===== src/rtl/deco_pkg.sv =====
// Shared types and index helpers for the sequenced one-hot decoder.
package deco_pkg;

    localparam int unsigned MaxSelW = 8;
    localparam int unsigned IdxW    = 3;
    localparam int unsigned MaxOutW = 1 << MaxSelW;

    typedef enum logic [1:0] {
        StIdle,
        StHold,
        StScan
    } state_e;

    // Bit-reverse over the low w bits only; upper bits stay zero.
    function automatic logic [MaxSelW-1:0] sel2idx(logic [MaxSelW-1:0] sel, int unsigned w,
                                                   logic rev);
        logic [MaxSelW-1:0] idx;
        idx = sel;
        if (rev) begin
            idx = '0;
            for (int i = 0; i < MaxSelW; i++) begin
                if (i < int'(w)) idx[IdxW'(i)] = sel[IdxW'(int'(w) - 1 - i)];
            end
        end
        return idx;
    endfunction

    function automatic logic [MaxOutW-1:0] onehot(logic [MaxSelW-1:0] idx);
        return MaxOutW'(1) << idx;
    endfunction

endpackage


===== src/rtl/deco_seq_onehot_if.sv =====
// Command and select-output bundle of the sequenced one-hot decoder.
interface deco_seq_onehot_if #(
    parameter int unsigned SEL_W  = 2,
    parameter int unsigned HOLD_W = 8
);
    localparam int unsigned OUT_W = 1 << SEL_W;

    logic              en;
    logic              mode;
    logic              in_valid;
    logic              in_ready;
    logic [SEL_W-1:0]  in_sel;
    logic [HOLD_W-1:0] hold_cycles;
    logic [OUT_W-1:0]  out;
    logic              out_valid;
    logic              wrap;

    modport master (
        output en, mode, in_valid, in_sel, hold_cycles,
        input  in_ready, out, out_valid, wrap
    );

    modport slave (
        input  en, mode, in_valid, in_sel, hold_cycles,
        output in_ready, out, out_valid, wrap
    );

endinterface


===== src/rtl/deco_dwell_cnt.sv =====
// Loadable dwell down-counter; last_o flags the final cycle of a dwell.
module deco_dwell_cnt #(
    parameter int unsigned HOLD_W = 8
) (
    input  logic              clk,
    input  logic              rst_n,
    input  logic              clr_i,
    input  logic              load_i,
    input  logic [HOLD_W-1:0] val_i,
    input  logic              dec_i,
    output logic              last_o
);
    logic [HOLD_W-1:0] count_q, count_d;

    always_comb begin
        count_d = count_q;
        if (clr_i) begin
            count_d = '0;
        end else if (load_i) begin
            count_d = val_i;
        end else if (dec_i && (count_q != '0)) begin
            count_d = count_q - HOLD_W'(1);
        end
    end

    always_ff @(posedge clk or negedge rst_n) begin
        if (!rst_n) begin
            count_q <= '0;
        end else begin
            count_q <= count_d;
        end
    end

    assign last_o = (count_q == HOLD_W'(1));

endmodule


===== src/rtl/deco_seq_onehot.sv =====
// Registered binary-to-one-hot decoder with dwell timing and a walking-one scan mode.
module deco_seq_onehot
    import deco_pkg::*;
#(
    parameter int unsigned SEL_W   = 2,
    parameter int unsigned HOLD_W  = 8,
    parameter int unsigned REV_SEL = 1
) (
    input logic              clk,
    input logic              rst_n,
    deco_seq_onehot_if.slave bus
);
    localparam int unsigned OUT_W = 1 << SEL_W;

    state_e            state_q, state_d;
    logic [SEL_W-1:0]  idx_q, idx_d, idx_start, idx_next;
    logic [HOLD_W-1:0] hold_q, hold_d, hold_eff, cnt_val;
    logic [OUT_W-1:0]  out_q, out_d;
    logic              wrap_q, wrap_d;
    logic              accept, cnt_clr, cnt_load, cnt_dec, cnt_last;

    assign idx_start = SEL_W'(sel2idx(MaxSelW'(bus.in_sel), SEL_W, REV_SEL != 0));
    assign idx_next  = idx_q + SEL_W'(1);
    assign hold_eff  = (bus.hold_cycles == '0) ? HOLD_W'(1) : bus.hold_cycles;

    assign bus.in_ready = bus.en && (state_q == StIdle);
    assign accept       = bus.in_valid && bus.in_ready;

    always_comb begin
        state_d  = state_q;
        idx_d    = idx_q;
        hold_d   = hold_q;
        out_d    = out_q;
        wrap_d   = 1'b0;
        cnt_clr  = 1'b0;
        cnt_load = 1'b0;
        cnt_dec  = 1'b0;
        cnt_val  = hold_q;
        unique case (state_q)
            StIdle: begin
                out_d = '0;
                if (accept) begin
                    state_d  = bus.mode ? StScan : StHold;
                    idx_d    = idx_start;
                    hold_d   = hold_eff;
                    out_d    = OUT_W'(onehot(MaxSelW'(idx_start)));
                    cnt_load = 1'b1;
                    cnt_val  = hold_eff;
                end
            end
            StHold: begin
                if (!bus.en || cnt_last) begin
                    state_d = StIdle;
                    out_d   = '0;
                    cnt_clr = 1'b1;
                end else begin
                    cnt_dec = 1'b1;
                end
            end
            StScan: begin
                // Mode is re-checked only at a dwell boundary so the current output finishes.
                if (!bus.en || (cnt_last && !bus.mode)) begin
                    state_d = StIdle;
                    out_d   = '0;
                    cnt_clr = 1'b1;
                end else if (cnt_last) begin
                    idx_d    = idx_next;
                    out_d    = OUT_W'(onehot(MaxSelW'(idx_next)));
                    wrap_d   = (idx_q == '1);
                    cnt_load = 1'b1;
                end else begin
                    cnt_dec = 1'b1;
                end
            end
            default: begin
                state_d = StIdle;
                out_d   = '0;
                cnt_clr = 1'b1;
            end
        endcase
    end

    always_ff @(posedge clk or negedge rst_n) begin
        if (!rst_n) begin
            state_q <= StIdle;
            idx_q   <= '0;
            hold_q  <= '0;
            out_q   <= '0;
            wrap_q  <= 1'b0;
        end else begin
            state_q <= state_d;
            idx_q   <= idx_d;
            hold_q  <= hold_d;
            out_q   <= out_d;
            wrap_q  <= wrap_d;
        end
    end

    deco_dwell_cnt #(
        .HOLD_W(HOLD_W)
    ) u_dwell_cnt (
        .clk   (clk),
        .rst_n (rst_n),
        .clr_i (cnt_clr),
        .load_i(cnt_load),
        .val_i (cnt_val),
        .dec_i (cnt_dec),
        .last_o(cnt_last)
    );

    assign bus.out       = out_q;
    assign bus.out_valid = (state_q != StIdle);
    assign bus.wrap      = wrap_q;

endmodule


===== src/flat_wrapper.sv =====
// flat-port wrapper written by rule: the top's interface ports become plain ports
module deco_seq_onehot_flat import deco_pkg::*;
#(
    parameter int unsigned SEL_W   = 2,
    parameter int unsigned HOLD_W  = 8,
    parameter int unsigned REV_SEL = 1
)
  (clk, rst_n, bus_en, bus_mode, bus_in_valid, bus_in_sel, bus_hold_cycles, bus_in_ready, bus_out, bus_out_valid, bus_wrap);
  deco_seq_onehot_if #(.SEL_W(SEL_W), .HOLD_W(HOLD_W)) bus_i ();
  input logic clk;
  input logic rst_n;
  input wire logic [$bits(bus_i.en)-1:0] bus_en;
  input wire logic [$bits(bus_i.mode)-1:0] bus_mode;
  input wire logic [$bits(bus_i.in_valid)-1:0] bus_in_valid;
  input wire logic [$bits(bus_i.in_sel)-1:0] bus_in_sel;
  input wire logic [$bits(bus_i.hold_cycles)-1:0] bus_hold_cycles;
  output wire logic [$bits(bus_i.in_ready)-1:0] bus_in_ready;
  output wire logic [$bits(bus_i.out)-1:0] bus_out;
  output wire logic [$bits(bus_i.out_valid)-1:0] bus_out_valid;
  output wire logic [$bits(bus_i.wrap)-1:0] bus_wrap;
  assign bus_i.en = bus_en;
  assign bus_i.mode = bus_mode;
  assign bus_i.in_valid = bus_in_valid;
  assign bus_i.in_sel = bus_in_sel;
  assign bus_i.hold_cycles = bus_hold_cycles;
  assign bus_in_ready = bus_i.in_ready;
  assign bus_out = bus_i.out;
  assign bus_out_valid = bus_i.out_valid;
  assign bus_wrap = bus_i.wrap;
  deco_seq_onehot #(.SEL_W(SEL_W), .HOLD_W(HOLD_W), .REV_SEL(REV_SEL)) u_core (.clk(clk), .rst_n(rst_n), .bus(bus_i));
endmodule

===== config.mk =====
export PLATFORM = sky130hd
export DESIGN_NAME = deco_seq_onehot_flat
export DESIGN_NICKNAME = d
export VERILOG_FILES = /design/src/rtl/deco_pkg.sv /design/src/rtl/deco_seq_onehot_if.sv /design/src/rtl/deco_dwell_cnt.sv /design/src/rtl/deco_seq_onehot.sv /design/src/flat_wrapper.sv
export SDC_FILE = /design/constraint.sdc
export NUM_CORES = 1
export LEC_CHECK = 0
export ABC_AREA = 1
export CORE_AREA = 8 8 64 66
export CTS_BUF_LIST = sky130_fd_sc_hd__clkbuf_8
export DETAILED_ROUTE_END_ITERATION = 10
export DIE_AREA = 0 0 72 74
export PLACE_DENSITY_LB_ADDON = 0.25
export SYNTH_ARGS = -nofsm -noshare
export SYNTH_HDL_FRONTEND = slang
export SYNTH_SLANG_ARGS = --single-unit

===== constraint.sdc =====
create_clock -name clk -period 2.57 [get_ports clk]
set_clock_uncertainty 0.1 [all_clocks]
set_input_delay 0.514 -clock clk [delete_from_list [all_inputs] [get_ports clk]]
set_output_delay 0.514 -clock clk [all_outputs]
set_load 0.01 [all_outputs]

# --- Word level (Yosys, flattened, before mapping) ---
# Cells that the tools add are included.
classes:
  add_sub_neg: 2
  multipliers: 0
  div_mod_pow: 0
  order_cmp: 0
  eq_ne: 10
  n_shift: 2
  muxes: 34
  bitwise: 0
  n_reduce_logical: 17
op_table:
  columns: ["cell", "count"]
  rows:
  - ["two-way mux 8 bit", 6]
  - ["two-way mux 4 bit", 4]
  - ["two-way mux 2 bit", 7]
  - ["case mux 4 bit (3 select lines)", 1]
  - ["two-way mux 1 bit", 11]
  - ["equality test 8 x 1 -> 1 bit, second input constant", 1]
  - ["zero test 8 bit", 1]
  - ["!= test 2 x 1 -> 1 bit, second input constant", 4]
  - ["nonzero test 8 bit", 1]
  - ["left shift 1 x 2 -> 4 bit, first input constant", 2]
  - ["subtractor 8 x 1 -> 8 bit, second input constant", 1]
  - ["case mux 2 bit (3 select lines)", 1]
  - ["equality test 2 bit, second input constant", 2]
  - ["logical AND 1 bit", 4]
  - ["case mux 1 bit (2 select lines)", 2]
  - ["case mux 2 bit (2 select lines)", 1]
  - ["AND reduction 4 bit", 1]
  - ["nonzero test 2 bit", 2]
  - ["!= test 3 x 1 -> 1 bit, second input constant", 1]
  - ["case mux 1 bit (3 select lines)", 1]
  - ["AND reduction 3 bit", 1]
  - ["nonzero test 3 bit", 1]
  - ["adder 2 x 1 -> 2 bit, second input constant", 1]
  - ["equality test 2 x 1 -> 1 bit, second input constant", 1]
  - ["5 further kinds", 7]
totals:
  register_bits: 25
  latchBits: 0
  mem_bits_rw: 0
  rom_bits: 0
  input_bits: 15
  out_inout_bits: 7
  word_cells: 71
  memories: 0

# --- Logic depth before layout (Yosys ltp) ---
depth:
  depth_word: 9
  depth_mapped: 13
  depth_no_buf: 13

# --- By module ---
# From an unflattened synthesis, not the netlist that was laid out.
hier_totals:
  cells_unflattened: 237
  area_unflattened_um2: 1705.4
modules_own_cells:
  columns: ["module", "instances", "cells_per_inst", "area_per_inst_um2", "seq_area_each_um2"]
  rows:
  - ["deco_seq_onehot", 1, 149, 1068.5, 425.4]
  - ["deco_dwell_cnt", 1, 88, 636.9, 200.2]

# --- Least setup slack after synthesis ---
# OpenSTA, ideal clock, no wires.
synth_path:
  path_kind: "flip-flop to flip-flop"
  from: "register u_core.state_q[0]"
  to: "register u_core.u_dwell_cnt.count_q[0]"
  setup_time_ps: 66
  t_arrival_ps: 1520
  required_ps: 2404
  setup_slack_ps: 884
  path_stages_with_launch: 9
  path_buffers: 0
  synth_period_minus_slack_ps: 1686
  path_cell_list: "dfrtp_1 > inv_1 > ha_1 > or2_2 > nand3_2 > nor2_2 > nor2_2 > nand3_1 > nand2_1"
synth_between:
  elab_chain_cells: 7
  elab_cells_between_ends: 15
  classes_between: "eq/ne (2); mux (8); reduce/logical (5)"
synth_lines:
  columns: ["element", "line_no", "rtl"]
  rows:
  - ["start, declared", "deco_seq_onehot.sv:15", "state_e state_q, state_d;"]
  - ["start signal, assigned", "deco_seq_onehot.sv:85", "state_q <= StIdle;"]
  - ["start signal, assigned", "deco_seq_onehot.sv:91", "state_q <= state_d;"]
  - ["zero test 2 bit", "deco_seq_onehot.sv:26, deco_seq_onehot.sv:39", null]
  - ["logical AND 1 bit", "deco_seq_onehot.sv:26", "assign bus.in_ready = bus.en && (state_q == StIdle);"]
  - ["logical AND 1 bit", "deco_seq_onehot.sv:27", "assign accept = bus.in_valid && bus.in_ready;"]
  - ["two-way mux 1 bit or two-way mux 8 bit (tied branches)", "deco_seq_onehot.sv:42", "if (accept) begin"]
  - ["case mux 1 bit (2 select lines) or two-way mux 8 bit (tied branches)", "deco_seq_onehot.sv:39", "unique case (state_q)"]
  - ["two-way mux 8 bit", "deco_dwell_cnt.sv:19", "end else if (load_i) begin"]
  - ["two-way mux 8 bit", "deco_dwell_cnt.sv:17", "if (clr_i) begin"]
  - ["end signal, assigned", "deco_dwell_cnt.sv:30", "count_q <= count_d;"]
  - ["end, declared", "deco_dwell_cnt.sv:13", "logic [HOLD_W-1:0] count_q, count_d;"]
# Parallel ways exist; a longest one is shown, timed or not.
# A chain may end at the register's enable or synchronous reset.

# --- Worst setup path in the final report ---
layout_path:
  from: "register u_core.state_q[0]"
  to: "output bus_out_valid"
layout_between:
  elab_chain_cells: 1
layout_lines:
  columns: ["element", "line_no", "rtl"]
  rows:
  - ["nonzero test 2 bit", "deco_seq_onehot.sv:112", "assign bus.out_valid = (state_q != StIdle);"]
  - ["end, declared", "flat_wrapper.sv:19", "output wire logic [$bits(bus_i.out_valid)-1:0] bus_out_valid;"]
# No other way between the ends.

==> flow_metrics.py <==
metrics = {
    "place": {
        "placed_cell_area_um2": 1920,
        "dp_hpwl_um": 2610,
        "gp_congestion": 0.783,
        "io_buffers": 21,
    },
    "clock_network": {
        "cts_resized": 0,
        "clockRootBuffer": "clkbuf_8",
        "path_clk_slew_ps": 100,
        "hold_buffers": 0,
        "clock_path_buffers": 2,
        "clk_latency_ps": 280,
        "htree_levels": 1,
        "postCtsSetupBuffers": 0,
        "cts_tree": "done",
        "cts.sinks": 25,
        "cts_buffers": 3,
    },
    "pwr": {
        "ir_worst_vdd_mv": 0.693,
        "seqPwrFrac_pct": 32.5,
        "p_int_w": 0.00109,
        "combinationalPowerShare_pct": 55.1,
        "p_clk_share_pct": 12.4,
        "leakagePower_nw": 1.06,
        "power.switching_w": 0.000908,
        "p_per_area_nw_per_um2": 1010,
        "switching_share_pct": 45.5,
    },
    "timing": {
        "rsz0062_at_grt": "no",
        "fmax_mhz": 430,
        "slew_viol_final": 0,
        "setup_viol_count_final": 0,
        "period_minus_slack_ps": 2330,
        "hold_viol_final": 0,
        "min_period_over_period_pct": 90.6,
        "tightestPinTransition_ps": 434,
        "slew_headroom_pct": 70.8,
        "tns_ps": 0,
    },
    "global_routing": {
        "grt_use_met1_pct": 18.0,
        "met2_usage_pct": 23.8,
        "grt_max_degree": 26,
        "grtUsageTotal_pct": 14.3,
        "grt_pass1_vias": 1430,
        "globalRouteOverflowTotal": 0,
        "met3_usage_pct": 2.70,
        "antenna_found_initial": 0,
        "grt_pass1_wl_um": 6170,
        "top_usage_layer": "met2",
    },
    "worst_hold_path": {
        "min-delay-start": "u_core.bus.out[0]",
        "hold_depth": 2,
        "hold_class": "flip-flop to flip-flop",
        "hold-path-endpoint": "u_core.bus.out[0]",
    },
    "layout": {
        "layout-drive-gt1-share_pct": 9.88,
        "finish.utilization_pct": 61.9,
        "fill_cells": 297,
        "final_common_cell": "nand2_1",
        "diodes": 0,
        "layout.nets": 280,
        "final_cell_mix": "75 x nand2_1, 31 x inv_1, 29 x nand3_1, 25 x dfrtp_1, 21 x clkdlybuf4s50_1",
        "final_cell_area_um2": 1970,
        "area_delta_synth_final_pct": 19.0,
        "regArea_um2": 626,
        "multi_input_area_um2": 881,
    },
    "worst_setup_path": {
        "worst_setup_path_end_kind": "output pin",
        "cp.required_ps": 1960,
        "start_kind": "flip-flop",
        "rr_endpoint": "u_core.u_dwell_cnt.count_q[1]",
        "worstPathCellList": "inv_1 -> ha_1 -> inv_1 -> clkdlybuf4s50_1",
        "reg2reg_depth": 8,
        "rrSetupSlack_ps": 460,
        "cpMaxStageDelayCell": "clkdlybuf4s50_1",
        "max_stage_delay_ps": 570,
        "critPathKind": "flip-flop to output pin",
        "cp_common_cell": "inv_1",
        "cp_max_fo": 4,
        "r2r-start": "u_core.state_q[0]",
        "cp.arrival_ps": 1710,
    },
    "routing": {
        "drc": 0,
        "vias_per_cell": 4.84,
        "via_count": 1448,
        "firstDrtPassIters": 4,
        "dr.first_iter.drc_count": 91,
        "drt_wl_total_um": 3410,
        "detail_route.wl_per_cell_um": 11.4,
        "ant_nets": 0,
    },
    "die": {
        "dieHeight_um": 74,
        "die_w_um": 72,
        "ios": 22,
        "rows": 21,
        "core-area_um2": 3180,
        "dieArea_um2": 5330,
        "start_util_pct": 52.1,
    },
    "run": {
        "maxCapViolCount": 0,
    },
    "logic_synthesis": {
        "syn_avg_cell_area_um2": 7.23,
        "synthesis.area_um2": 1660,
        "synth_fp_nets": 255,
        "synth_top_area_share_pct": 37.8,
        "ys_seq_area_share_pct": 37.8,
        "synth-edff-count": 0,
        "yosys.cell_types.count": 28,
        "synth_cells": 229,
        "synth_warnings": 0,
        "synth-seq-cells": 25,
        "synthTopCellsByArea": "dfrtp_1 38%, nand2_1 17%, nand3_1 8.8%",
        "yosys.area.top_type": "dfrtp_1",
        "async_reset_ff_share_pct": 100,
        "synthFlopType": "dfrtp_1",
    },
    "status": {
        "outcome": "finished clean",
    },
}
-- how the worst max path moves through the flow --
stage	startpoint	endpoint	depth (start not counted)
4_1_cts	u_core.state_q[0]	bus_out_valid	4
2_1_floorplan	u_core.state_q[0]	u_core.u_dwell_cnt.count_q[0]	8
3_3_place_gp	bus_en	bus_in_ready	4
6_report	u_core.state_q[0]	bus_out_valid	4
3_5_place_dp	bus_en	bus_in_ready	4
5_1_grt	u_core.state_q[0]	bus_out_valid	4
-- routing by layer --
metal  vias up  routed length (µm)
li1        766                   -
met2        32                1590
met1       645                1620
met5         -                   0
met3         5                 149
met4         0                  55
-- worst max-delay path, delay by kind of cell (launching register included) --
kind | cells | cell delay [ps]
DFF | 1 | 410
adders and majority gates | 1 | 230
buffers and inverters | 3 | 800
-- sequential cells by signal (all words and copies together) (netlist names) --
register / flops
u_core.bus.wrap: 1
u_core.bus.out: 4
u_core.hold_q: 8
u_core.state_q: 2
u_core.u_dwell_cnt.count_q: 8
u_core.idx_q: 2
-- cells in the mapped netlist, types with 2 or more instances --
library cell	number
nand2_1	75
inv_1	31
nand3_1	29
dfrtp_1	25
ha_1	11
nor2_1	9
o21ai_0	8
nor2_2	6
o21ai_1	6
nand4_1	3
or2_2	3
xor2_1	3
a21oi_1	2
buf_2	2
inv_2	2
nand2_2	2
-- metrics by stage --
step                instances  setup WS (ps)  hold slack (ps)  total power [W]
CTS                       299            229              392          0.00201
detailed placement        295            278              365          0.00176
global placement          295            300              361          0.00174
finish                    299            242              387          0.00199
floorplan                 229            884              118          0.00148
global route              299            143              407          0.00222
-- power groups by stage --
stage               clock network [W]  registers [W]  logic, W
floorplan                           0       0.000638  0.000840
global placement                    0       0.000652   0.00109
detailed placement                  0       0.000656   0.00110
CTS                          0.000261       0.000648   0.00111
global route                 0.000271       0.000664   0.00129
finish                       0.000246       0.000648   0.00110
-- logic make-up after synthesis --
| group | Yosys count | share of synthesized area, % |
|---|---|---|
| compound gates | 19 | 6.20 |
| xor+xnor | 3 | 1.59 |
| fa+ha+maj | 11 | 8.31 |
| buf+inv | 37 | 8.99 |
| flops | 25 | 37.8 |
| simple gates | 134 | 37.1 |
-- layout make-up --
class / count / share of cell area, %
multi-input combinational: 167 / 44.7
clock inverter: 1 / 0.381
sequential: 25 / 31.8
clock buffer: 3 / 2.10
timing repair buffer: 24 / 11.8
inverter: 33 / 6.29
tap: 46 / 2.92
No activity file was read; power rests on OpenSTA's default activity.
